<file path="src/rtl/branch_resolve_unit.sv">
// rtl/branch_resolve_unit.sv - registered MIPS branch resolution with bimodal BHT
// Resolves the eight conditional branches one cycle after accept and trains the BHT on output fire.
module branch_resolve_unit #(
  parameter int DW        = 32,
  parameter int AW        = 32,
  parameter int BHT_DEPTH = 64
) (
  input  logic          clk,
  input  logic          rst,
  input  logic          flush,
  input  logic          in_valid,
  output logic          in_ready,
  input  logic [5:0]    op,
  input  logic [4:0]    rt,
  input  logic [DW-1:0] a,
  input  logic [DW-1:0] b,
  input  logic [AW-1:0] pc,
  input  logic [15:0]   imm16,
  input  logic          pred_taken,
  output logic          out_valid,
  input  logic          out_ready,
  output logic          is_branch,
  output logic          taken,
  output logic [AW-1:0] target,
  output logic          link_en,
  output logic [AW-1:0] link_addr,
  output logic          mispredict,
  output logic [AW-1:0] redirect_pc,
  input  logic [AW-1:0] q_pc,
  output logic          q_taken
);

  localparam int IDX = $clog2(BHT_DEPTH);

  logic          br, cond, lnk;
  logic          a_neg, a_zero;
  logic [AW-1:0] offset, pc4, pc8, tgt, redir;
  logic          accept, fire;
  logic [IDX-1:0] held_idx;
  logic [1:0]    bht [BHT_DEPTH];
  logic          unused_q_bits;

  assign a_neg  = a[DW-1];
  assign a_zero = (a == '0);

  always_comb begin
    br   = 1'b0;
    cond = 1'b0;
    lnk  = 1'b0;
    case (op)
      6'b000100: begin br = 1'b1; cond = (a == b); end
      6'b000101: begin br = 1'b1; cond = (a != b); end
      6'b000111: begin br = 1'b1; cond = !a_neg && !a_zero; end
      6'b000110: begin br = 1'b1; cond = a_neg || a_zero; end
      6'b000001: begin
        case (rt)
          5'b00001, 5'b10001: begin br = 1'b1; cond = !a_neg; lnk = rt[4]; end
          5'b00000, 5'b10000: begin br = 1'b1; cond = a_neg;  lnk = rt[4]; end
          default: ;
        endcase
      end
      default: ;
    endcase
  end

  // Sign-extend to full address width before scaling so negative offsets wrap correctly.
  assign offset = {{(AW-16){imm16[15]}}, imm16} << 2;
  assign pc4    = pc + AW'(4);
  assign pc8    = pc + AW'(8);
  assign tgt    = pc4 + offset;
  assign redir  = cond ? tgt : (br ? pc8 : pc4);

  assign in_ready = !out_valid || out_ready;
  assign accept   = in_valid && in_ready && !flush;
  assign fire     = out_valid && out_ready && !flush;

  always_ff @(posedge clk or posedge rst) begin
    if (rst) begin
      out_valid   <= 1'b0;
      is_branch   <= 1'b0;
      taken       <= 1'b0;
      target      <= '0;
      link_en     <= 1'b0;
      link_addr   <= '0;
      mispredict  <= 1'b0;
      redirect_pc <= '0;
      held_idx    <= '0;
    end else if (flush) begin
      out_valid <= 1'b0;
    end else if (accept) begin
      out_valid   <= 1'b1;
      is_branch   <= br;
      taken       <= cond;
      target      <= tgt;
      link_en     <= lnk;
      link_addr   <= pc8;
      mispredict  <= cond != pred_taken;
      redirect_pc <= redir;
      held_idx    <= pc[IDX+1:2];
    end else if (fire) begin
      out_valid <= 1'b0;
    end
  end

  always_ff @(posedge clk or posedge rst) begin
    if (rst) begin
      for (int i = 0; i < BHT_DEPTH; i++) bht[i] <= 2'b01;
    end else if (fire && is_branch) begin
      if (taken && bht[held_idx] != 2'b11)
        bht[held_idx] <= bht[held_idx] + 2'b01;
      else if (!taken && bht[held_idx] != 2'b00)
        bht[held_idx] <= bht[held_idx] - 2'b01;
    end
  end

  // Read sees the pre-update counter; there is deliberately no write bypass.
  assign q_taken       = bht[q_pc[IDX+1:2]][1];
  assign unused_q_bits = ^{q_pc[AW-1:IDX+2], q_pc[1:0]};

endmodule

</file>
<file path="config.mk">
export PLATFORM = sky130hd
export DESIGN_NAME = branch_resolve_unit
export DESIGN_NICKNAME = d
export VERILOG_FILES = /design/src/rtl/branch_resolve_unit.sv
export SDC_FILE = /design/constraint.sdc
export NUM_CORES = 1
export LEC_CHECK = 0
export CAP_MARGIN = 20
export CELL_PAD_IN_SITES_DETAIL_PLACEMENT = 1
export CELL_PAD_IN_SITES_GLOBAL_PLACEMENT = 2
export CORE_UTILIZATION = 40
export CTS_CLUSTER_SIZE = 10
export DETAILED_ROUTE_END_ITERATION = 10
export DONT_BUFFER_PORTS = 1
export GPL_TIMING_DRIVEN = 0
export HOLD_SLACK_MARGIN = 0.03
export PLACE_DENSITY = 0.92
export SYNTH_ARGS = -nofsm -noshare
export SYNTH_HDL_FRONTEND = slang
export SYNTH_SLANG_ARGS = --single-unit
export TNS_END_PERCENT = 5
</file>
<file path="constraint.sdc">
create_clock -name clk -period 8.6 [get_ports clk]
set_clock_uncertainty 0.1 [all_clocks]
set_input_delay 0 -clock clk [delete_from_list [all_inputs] [get_ports clk]]
set_output_delay 0 -clock clk [all_outputs]
set_load 0.01 [all_outputs]
</file>
# Word level (Yosys, flattened, before mapping)
# Index checks and enable logic that the tools add are counted.
[word_totals]
regBits = 235
in_bits = 161
out_inout_bits = 103
elab_cells = 146
[classes]
addsub = 5
order_cmp = 3
eq_ne = 12
muxes = 23
bitwise = 3
reduce_logical = 27
[ops]
columns = ["cell", "n"]
rows = [
  ["$bwmux W128", 2],
  ["$mux W128", 2],
  ["$mux W32", 2],
  ["$add A32 B3 Y32 const B", 1],
  ["$add A32 B32 Y32", 1],
  ["$add A32 B4 Y32 const B", 1],
  ["$eq A32 B32 Y1", 1],
  ["$logic_not A32 Y1", 1],
  ["$ne A32 B32 Y1", 1],
  ["$bmux W2 S6", 2],
  ["$eq A6 B3 Y1 const B", 4],
  ["$ge A7 B7 Y1 const B", 2],
  ["$not A6 Y7", 2],
  ["$demux W2 S6", 1],
  ["$eq A5 B5 Y1 const B", 2],
  ["$mux W2", 5],
  ["$logic_and A1 B1 Y1", 9],
  ["$reduce_or A4 Y1", 2],
  ["$lt A7 B1 Y1 const B", 1],
  ["$eq A6 B1 Y1 const B", 1],
  ["$mux W1", 6],
  ["$eq A5 B1 Y1 const B", 1],
  ["$logic_not A1 Y1", 5],
  ["$logic_not A5 Y1", 1],
  ["other kinds (12)", 17],
]

# Logic depth before layout (Yosys ltp)
# Gate-level depths: netlist (run 1).
[logic_depth]
word_depth = 8
mapped_depth = 19
ltp_nobuf = 15

# Least setup slack after synthesis (run 1)
# OpenSTA, ideal clock, no wires.
[synth_path]
path_type = "reg-to-reg"
startpoint = "register held_idx[2]"
endpoint = "register bht[13] in the netlist's numbering"
setup_time_ns = 0.125
arrival_ns = 3.550
path_slack_ns = 4.825
stages_incl_launch_ff = 19
path_buffers = 4
synth_period_minus_slack_ns = 3.775
path_cell_list = "dfrtp_1 > buf_2 > clkbuf_1 > and3b_1 > clkbuf_1 > a22o_1 > a221oi_1 > a31oi_1 > a21o_1 > nor4_1 > inv_1 > ha_1 > nor2b_1 > o21bai_1 > and4_1 > clkbuf_1 > nand2_1 > nor2_1 > mux2_2"
[synth_between]
elab_chain_len = 8
word_cells_on_any_way = 21
classes_between = "add/sub: 2; order compare: 2; eq/ne: 1; mux: 9; bitwise: 1; reduce/logical: 6"
[synth_rtl]
columns = ["item", "line", "rtl"]
rows = [
  ["start: declaration", "39", "logic [IDX-1:0] held_idx;"],
  ["start signal: assignment", "99", "held_idx <= pc[IDX+1:2];"],
  ["$not A6 Y7 (not written as such) *", "n/a", ""],
  ["$bmux W2 S6 (tied with other cells)", "n/a", ""],
  ["$mux W2 (not written as such) / $logic_and A1 B1 Y1 (equally long branches)", "n/a", ""],
  ["$mux W2, on equally long branches", "n/a", ""],
  ["$sub A2 B1 Y2 (tied with other cells)", "112", "bht[held_idx] <= bht[held_idx] - 2'b01;"],
  ["$bwmux W128 (tied with other cells)", "112", ""],
  ["$mux W128 / $reduce_bool A2 Y1 (equally long branches)", "n/a", ""],
  ["$mux W128 / $reduce_and A2 Y1 (equally long branches)", "n/a", ""],
  ["end signal: indexed assignment", "110", "bht[held_idx] <= bht[held_idx] + 2'b01;"],
  ["end signal: indexed assignment", "112", ""],
  ["end: declaration", "40", "logic [1:0] bht [BHT_DEPTH];"],
]
# Every way passes the cells marked *; elsewhere a longest branch is shown, timed or not. The select of a mux whose other input is x is not followed.
# A chain may end at the register's enable or synchronous reset.

==> results_dict.tcl, run 1 <==
set metrics [dict create \
    status "finished clean" \
    h-tree-depth 1 \
    clock-sinks 230 \
    path_class "reg -> reg" \
    grt_pass1_vias 12700 \
    placedCellCount 1876 \
    layout_commonest_cell "nand2_1" \
    place_hpwl_microns 37100 \
    num_rows 68 \
    final_core_util 0.470 \
    synth_ff_type "dfrtp_1" \
    num_vias 11900 \
    synth-edff-count 0 \
    fillCellCount 3924 \
    wire_per_inst_microns 25.4 \
    setup_viol 0 \
    ys_seq_area_frac 0.416 \
    yosysTopAreaCell "dfrtp_1" \
    clk_latency_ns 0.55 \
    synth_cell_types 77 \
    syn_area_per_cell_sq_um 9.90 \
    postRouteAntennaNets 0 \
    coreArea_sq_um 34500 \
    syn_area_sq_um 14000 \
    p_total_uw 3070 \
    grt_max_degree 119 \
    grt_pass1_wl_microns 77300 \
    crit_required_ns 8.94 \
    final_cell_mix "222 x nand2_1, 166 x dfrtp_1, 137 x mux2_2, 98 x xnor2_1, 94 x nor2_1" \
    vias_per_cell 5.93 \
    dieArea_sq_um 35800 \
    drt_pre_antenna_iters 4 \
    cp_max_fo 10 \
    timing.final.crit_share 0.638 \
    worst_hold_path_type "in -> async" \
    gp_congestion 0.931 \
    slew_viol_final 0 \
    numCtsBuffers 28 \
    fin_crit_ns 5.49 \
    drt_first_iter_violations 656 \
    clock-root-buffer "clkbuf_16" \
    syn_nets 1616 \
    power_density_nw_per_um2 189 \
    finalHoldViolCount 0 \
    max_slew_margin 0.165 \
    ys_warn_count 0 \
    crit_path_start_kind "register" \
    antenna_found_initial 0 \
    seqCellArea_sq_um 5840 \
    placedInstanceArea_sq_um 14700 \
    drc_errors 0 \
    fp.dieH_microns 189 \
    ir_worst_vdd_mv 0.137 \
    final_cell_area_sq_um 16200 \
    leakage_uw 0.00679 \
    netlist_instances 1417 \
    synth_area_leaders "dfrtp_1 30%, dfstp_2 12%, mux2_2 11%" \
    grt-ovfl-total 0 \
    post-cts-setup-buffers 0 \
    max-clock-path-buffers 3 \
    drive_above_1_share 0.199 \
    ios 264 \
    fmax_ghz 0.182 \
    end_kind "register" \
    rsz0062_at_grt "false" \
    grt_usage 0.284 \
    initial_utilization 0.406 \
    die_x_microns 189 \
    async_flop_share 1.00 \
    final_cells 2001 \
    finalWirelength_microns 50800 \
    finalSetupTns_ns 0 \
    n_antenna_cell 0 \
    cp.arrival_ns 5.82 \
    worst_slew_pin_slew_ns 1.24 \
    io_buffers 0 \
    syn_to_final_growth_pct 15.7 \
    clk_pin_slew_worst_paths_ns 0.06 \
    synth_seq_cells 230 \
    multi_input_area_sq_um 7790 \
    cts_tree "yes" \
    drv_cap 0 \
    nNetsFinal 1723 \
    synth.top_cell.area_share 0.296 \
]
==> logic make-up after synthesis <==
| family | count (synthesis) | synth area share |
|---|---|---|
| muxes | 169 | 0.152 |
| and+or+nand+nor | 479 | 0.159 |
| adders and majority gates | 38 | 0.0344 |
| AOI/OAI and AO/OA | 265 | 0.124 |
| xor gates and xnor gates | 136 | 0.0849 |
| DFF | 230 | 0.416 |
| buffers and inverters | 100 | 0.0301 |
==> layer usage <==
| layer | share of wire | GRT usage |
|---|---|---|
| met5 | 0 | 0 |
| met4 | 0.041 | 0.113 |
| met3 | 0.062 | 0.0530 |
| met2 | 0.50 | 0.496 |
| met1 | 0.40 | 0.344 |
==> synthesized netlist by cell type (7+ instances only) <==
cell type	instances
a21o_1	16
a21oi_1	30
a22oi_1	31
and2_1	7
and3_1	14
and4_1	7
buf_2	13
clkbuf_1	64
dfrtp_1	166
dfstp_2	64
ha_1	37
inv_1	14
mux2_2	137
mux2i_1	9
mux4_2	21
nand2_1	222
nand3_1	29
nand4_1	22
nor2_1	94
nor2b_1	7
nor3_1	16
nor3b_1	8
nor4_1	18
o211ai_1	9
o21a_1	8
o21ai_0	84
o21bai_1	10
o22ai_1	30
xnor2_1	98
xor2_1	38
==> final cells by class <==
type,count,area share
clock buffers,50,0.0508
repair buffers,77,0.0472
multi-input cells,1087,0.480
well taps,455,0.0351
plain buffers,86,0.0227
clock inverters,2,0.000771
flip-flops and latches,230,0.360
inverters,14,0.00370
==> power breakdown <==
part	switching, uW	internal, uW	total, uW
Sequential	122	1170	1290
Combinational	439	228	667
Clock	467	641	1110
Total	1030	2040	3070
==> worst max-delay path: stages (launching register included) <==
cell,delay [ns]
dfrtp_1,0.44
or3b_2,0.22
clkbuf_1,0.65
o22ai_1,0.18
o41ai_1,0.61
o21ai_0,0.17
nor2_1,0.14
nand4_1,0.20
buf_2,0.27
buf_2,0.20
ha_1,0.22
o21bai_1,0.28
and4_1,0.30
clkbuf_1,0.33
nand2_1,0.29
nor2_1,0.37
mux2_2,0.38
==> path summary, 6_finish.rpt <==
path | depth (start not counted) | start | endpoint | slack [ns]
min in group clk | 4 | imm16[15] | target[23] | 0.06
min reg2reg | 1 | bht[51] | bht[51] | 0.43
max reg2reg | 16 | link_addr[2] | bht[69] | 3.11
max | 16 | link_addr[2] | bht[69] | 3.11
min | 2 | rst | bht[65] | 0.03
max in group asynchronous | 3 | rst | link_addr[23] | 7.35
==> per-stage QoR <==
step / hold slack [ns] / setup WS, ns
2_1_floorplan: -0.0336 / 2.30
3_3_place_gp: -0.0326 / -0.194
3_5_place_dp: -0.0303 / 3.22
4_1_cts: 0.0376 / 3.12
5_1_grt: 0.0886 / 2.85
6_report: 0.0321 / 3.11
==> timing repair <==
| item | 4_1_cts | 5_1_grt |
|---|---|---|
| hold endpoints to repair | 241 | 0 |
| hold buffers | 71 | 0 |
| resized for setup | 0 | 0 |
Note: power is estimated with default switching activity, not from simulation.
==> run 2, diff against run 1 <==
==> constraint.sdc (replaced) <==
create_clock -name clk -period 5.4 [get_ports clk]
set_clock_uncertainty 0.1 [all_clocks]
set_input_delay 0 -clock clk [delete_from_list [all_inputs] [get_ports clk]]
set_output_delay 0 -clock clk [all_outputs]
set_load 0.01 [all_outputs]
==> run 2 against run 1 <==
  * Cell area rose by 0.65%
  * Fmax rose by 7.5%
  * Final cell count rose by 0.45%
  * Via count rose by 1.4%
  * Utilization rose by 0.30 points
  * Clock power rose by 52%
==> results_dict.tcl, run 2 (synthesized netlist as in run 1, its figures left out) <==
set metrics [dict create \
    slew_viol_final 0 \
    final_cell_mix "221 x nand2_1, 166 x dfrtp_1, 137 x mux2_2, 98 x xnor2_1, 94 x nor2_1" \
    ios 264 \
    num_rows 68 \
    finalWirelength_microns 50700 \
    place_ws_ns 0.115 \
    grt_usage 0.286 \
    layout_commonest_cell "nand2_1" \
    finalSetupTns_ns 0 \
    worst_slew_pin_slew_ns 1.19 \
    cp_max_fo 10 \
    crit_path_start_kind "register" \
    drt_pre_antenna_iters 5 \
    finalHoldViolCount 0 \
    clock-sinks 230 \
    setup_viol 0 \
    drv_cap 0 \
    final_cells 2010 \
    cp.depth 17 \
    placedCellCount 1881 \
    grt-ovfl-total 0 \
    swShare 0.339 \
    fin_crit_ns 5.10 \
    grt_pass1_wl_microns 78100 \
    max-clock-path-buffers 3 \
    grt_pass1_vias 13100 \
    path_delay_family "simple AND/OR/NAND/NOR gates" \
    p_total_uw 4840 \
    power.internal_uw 3200 \
    timing.final.crit_share 0.945 \
    crit_required_ns 5.76 \
    drive_above_1_share 0.205 \
    ir_worst_vdd_mv 0.223 \
    clk_latency_ns 0.57 \
    fillCellCount 3958 \
    max_slew_margin 0.202 \
    setup_ws_ns 0.295 \
    rsz0062_at_grt "false" \
    fmax_ghz 0.196 \
    power_density_nw_per_um2 296 \
    cp_num_buf_inv 4 \
    status "finished clean" \
    nNetsFinal 1732 \
    gp_congestion 0.930 \
    grt_max_degree 44 \
    leakage_uw 0.00684 \
    worst_hold_path_type "in -> reg" \
    power_switching_uw 1640 \
    end_kind "register" \
    h-tree-depth 1 \
    cts_tree "yes" \
    clock-root-buffer "clkbuf_16" \
    path_class "reg -> reg" \
    p_seq_frac 0.426 \
    numCtsBuffers 27 \
    min_path_cells 4 \
    drc_errors 0 \
    clkPwrFrac 0.349 \
    num_vias 12000 \
    max_stage_delay_ns 0.64 \
    place_hpwl_microns 37400 \
    postRouteAntennaNets 0 \
    wire_per_inst_microns 25.2 \
    initial_utilization 0.406 \
    dieArea_sq_um 35800 \
    vias_per_cell 5.99 \
    coreArea_sq_um 34500 \
    die_x_microns 189 \
    comb_power_share 0.224 \
    clk_pin_slew_worst_paths_ns 0.06 \
    io_buffers 0 \
    antenna_found_initial 2 \
    placedInstanceArea_sq_um 14800 \
    drt_first_iter_violations 585 \
    slowest_stage "o41ai_1" \
    syn_to_final_growth_pct 16.4 \
    reg2regPathDepth 17 \
    fp.dieH_microns 189 \
    final_cell_area_sq_um 16300 \
    cp.arrival_ns 5.46 \
    crit_chain "buf_2 > nor2_1 > nand2_2 > o22ai_1 > o41ai_1 > o21ai_0 > nor2_1 > nand4_1 > buf_2 > buf_2 > ha_1 > o21bai_1 > and4_1 > clkbuf_1 > nand2_1 > nor2_1 > mux2_2" \
]
run 2: final timing paths:
| path | to | from | slack, ns |
|---|---|---|---|
| hold reg to reg | bht[91] | bht[91] | 0.43 |
| hold / removal | redirect_pc[23] | imm16[15] | 0.06 |
| min in group asynchronous | bht[29] | rst | 0.45 |
| setup / recovery | bht[69] | held_idx[1] | 0.30 |
| setup reg to reg | bht[69] | held_idx[1] | 0.30 |
| max in group asynchronous | asynchronous set/reset pin | rst | 3.65 |
run 2: cell type report:
cell class | instances | area, sq um | area share
antenna | 2 | 5.00 | 0.000306
buffer | 82 | 354 | 0.0217
clock buffer | 47 | 761 | 0.0466
clock inverter | 2 | 25.0 | 0.00153
inverter | 14 | 56.3 | 0.00345
multi-input combinational | 1087 | 7800 | 0.478
sequential | 230 | 5840 | 0.357
tap | 455 | 569 | 0.0348
timing repair buffer | 91 | 928 | 0.0568
run 2: per-stage QoR:
| step | utilization | hold slack (ns) |
|---|---|---|
| after floorplan | - | -0.0336 |
| after global placement | 0.423 | -0.0323 |
| after detailed placement | 0.427 | -0.147 |
| after CTS | 0.471 | 0.0343 |
| after global routing | 0.473 | 0.101 |
| final | 0.473 | 0.0627 |
run 2: tightest hold or removal path, cell delays in order:
cell,delay [ns]
ha_1,0.10
clkbuf_1,0.26
xnor2_1,0.21
o21ai_0,0.09
run 2: repair_timing:
action,CTS,global route
setup buffers,0,7
setup endpoints to repair,0,121
hold endpoints to repair,271,0
resized for setup,0,2
hold buffers,72,0
run 2: per-layer routing:
layer	wire length, microns	track usage	up-vias
li1	-	-	5308
met1	19500	0.339	6113
met2	25400	0.500	483
met3	3700	0.0576	126
met4	2130	0.126	0
met5	0	0	-
run 2: power by group through the flow:
stage | clock (uW) | combinational [uW] | sequential (uW)
6_report | 1690 | 1090 | 2060
5_1_grt | 1790 | 1180 | 2080
4_1_cts | 1720 | 1060 | 2060
3_5_place_dp | 0 | 990 | 2090
3_3_place_gp | 0 | 943 | 2090
2_1_floorplan | 0 | 673 | 2030
==> run 3, diff against run 2 <==
--- a/config.mk
+++ b/config.mk
@@ -12,7 +12,7 @@
 export CTS_CLUSTER_SIZE = 10
 export DETAILED_ROUTE_END_ITERATION = 10
 export DONT_BUFFER_PORTS = 1
-export GPL_TIMING_DRIVEN = 0
+export GPL_TIMING_DRIVEN = 1
 export HOLD_SLACK_MARGIN = 0.03
 export PLACE_DENSITY = 0.92
 export SYNTH_ARGS = -nofsm -noshare
==> run 3 against run 2 <==
  * Via count shrank 3.6%
  * Fmax grew 6.5%
  * Setup slack improved by 0.31 ns
  * Sequential share of layout area rose by 0.21 points
  * Power increased by 0.65%
  * Clock-buffer cell count is 2 higher
  * Utilization fell by 0.28 points
  * Hold slack worse by 0.037 ns
  * Combinational power down 9%
  * Flip-flop and latch count stayed put
  * Clock power rose by 7%
==> results_dict.tcl, run 3 (synthesized netlist as in run 1, its figures left out) <==
set metrics [dict create \
    status "finished clean" \
    coreArea_sq_um 34500 \
    ios 264 \
    timing.final.crit_share 0.888 \
    h-tree-depth 1 \
    nNetsFinal 1676 \
    numCtsBuffers 28 \
    die_x_microns 189 \
    crit_chain "and3b_1 > a22o_1 > a221oi_1 > a31oi_1 > a21o_1 > nor4_1 > inv_1 > ha_1 > nor2b_1 > o21bai_1 > nand4_1 > nor2_1 > nand2_1 > mux2_2" \
    placedInstanceArea_sq_um 14400 \
    num_vias 11600 \
    final_core_util 0.470 \
    antenna_found_initial 1 \
    wire_per_inst_microns 24.2 \
    cp.depth 14 \
    final_cell_mix "222 x nand2_1, 166 x dfrtp_1, 137 x mux2_2, 97 x xnor2_1" \
    grt_pass1_wl_microns 73700 \
    max_stage_delay_ns 0.58 \
    grt_pass1_vias 12600 \
    reg2reg_slack_ns 0.61 \
    fillCellCount 3873 \
    layout_commonest_cell "nand2_1" \
    power_density_nw_per_um2 300 \
    post_cts_resized 0 \
    initial_utilization 0.406 \
    finalWirelength_microns 47300 \
    worst_slew_pin_slew_ns 1.00 \
    power_switching_uw 1610 \
    num_rows 68 \
    syn_to_final_growth_pct 15.7 \
    place_hpwl_microns 32500 \
    leakage_uw 0.00680 \
    gp_congestion 0.910 \
    drt_pre_antenna_iters 5 \
    grt_max_degree 174 \
    crit_path_start_kind "register" \
    finalSetupTns_ns 0 \
    ir_worst_vdd_mv 0.258 \
    path_delay_family "simple AND/OR/NAND/NOR gates" \
    drive_above_1_share 0.203 \
    cp_max_fo 16 \
    drt_first_iter_violations 721 \
    dieArea_sq_um 35800 \
    slowest_stage "dfrtp_1" \
    drc_errors 0 \
    cts_tree "yes" \
    cp_num_buf_inv 1 \
    max-clock-path-buffers 3 \
    crit_required_ns 5.73 \
    power.internal_uw 3260 \
    rr_startpoint "link_addr[2]" \
    path_class "reg -> reg" \
    end_kind "register" \
    swShare 0.330 \
    max_slew_margin 0.331 \
    comb_power_share 0.203 \
    setup_viol 0 \
    p_seq_frac 0.427 \
    r2r_end "bht[105]" \
    clock-sinks 230 \
    worst_hold_path_type "in -> async" \
    fmax_ghz 0.209 \
    final_cell_area_sq_um 16200 \
    post-cts-setup-buffers 0 \
    clk_latency_ns 0.58 \
    clkPwrFrac 0.369 \
    hold_buffers 94 \
    fin_crit_ns 4.79 \
    reg2regPathDepth 14 \
    grt_usage 0.266 \
    slew_viol_final 0 \
    fin_hold_ws_ns 0.0260 \
    grt-ovfl-total 0 \
    cp.arrival_ns 5.13 \
    fp.dieH_microns 189 \
    vias_per_cell 5.93 \
    clk_pin_slew_worst_paths_ns 0.06 \
    rsz0062_at_grt "false" \
    finalHoldViolCount 0 \
    io_buffers 0 \
    drv_cap 0 \
    postRouteAntennaNets 0 \
    clock-root-buffer "clkbuf_16" \
]
==> run 3: cell types whose count changed in the layout (fill, tap and decap cells not counted), sizes merged <==
cell and delta:
buf -17, inv -1, diode -1, dlygate4sd3 +22
clkinv +1, bufinv +1, clkbuf -60
==> run 3: stage by stage <==
step | cells | total power, uW | setup WS [ns]
after floorplan | 1417 | 2700 | 1.63
after global placement | 1808 | 2960 | 0.739
after detailed placement | 1808 | 2990 | 0.695
after CTS | 1954 | 4880 | 0.645
after global routing | 1955 | 5070 | 0.357
final | 1955 | 4870 | 0.607
==> run 3: worst reg2reg max path, cell delays in order (launching register included) <==
cell,delay [ns]
dfrtp_1,0.58
and3b_1,0.50
a22o_1,0.32
a221oi_1,0.23
a31oi_1,0.16
a21o_1,0.19
nor4_1,0.48
inv_1,0.11
ha_1,0.20
nor2b_1,0.22
o21bai_1,0.18
nand4_1,0.35
nor2_1,0.52
nand2_1,0.20
mux2_2,0.32
==> run 3: power by group through the flow <==
stage / Combinational, uW / Clock (uW) / Sequential [uW]
3_5_place_dp: 879 / 0 / 2110
5_1_grt: 1080 / 1900 / 2100
6_report: 990 / 1800 / 2080
4_1_cts: 968 / 1830 / 2080
3_3_place_gp: 854 / 0 / 2100
2_1_floorplan: 673 / 0 / 2030
==> run 3: area by class of cell <==
class | count | area (sq um) | share of cell area
multi-input combinational | 1087 | 7810 | 0.481
sequential | 230 | 5840 | 0.359
timing repair buffer | 116 | 1120 | 0.0689
clock buffer | 49 | 800 | 0.0492
tap | 455 | 569 | 0.0351
inverter | 14 | 56.3 | 0.00347
clock inverter | 3 | 51.3 | 0.00316
antenna | 1 | 2.50 | 0.000154
==> run 3: worst max path at each step <==
stage	from	end	slack, ns
floorplan	held_idx[2]	bht[13]	1.63
global placement	link_addr[2]	bht[9]	0.74
detailed placement	link_addr[2]	bht[23]	0.70
CTS	link_addr[2]	bht[105]	0.65
global route	link_addr[2]	bht[45]	0.36
finish	link_addr[2]	bht[105]	0.61
==> run 3: routing by layer <==
layer | global-route usage | vias to the layer above | routed length [microns]
li1 | - | 5201 | -
met1 | 0.333 | 5805 | 19200
met2 | 0.447 | 481 | 22900
met3 | 0.0586 | 112 | 3730
met4 | 0.0999 | 0 | 1590
met5 | 0 | - | 0
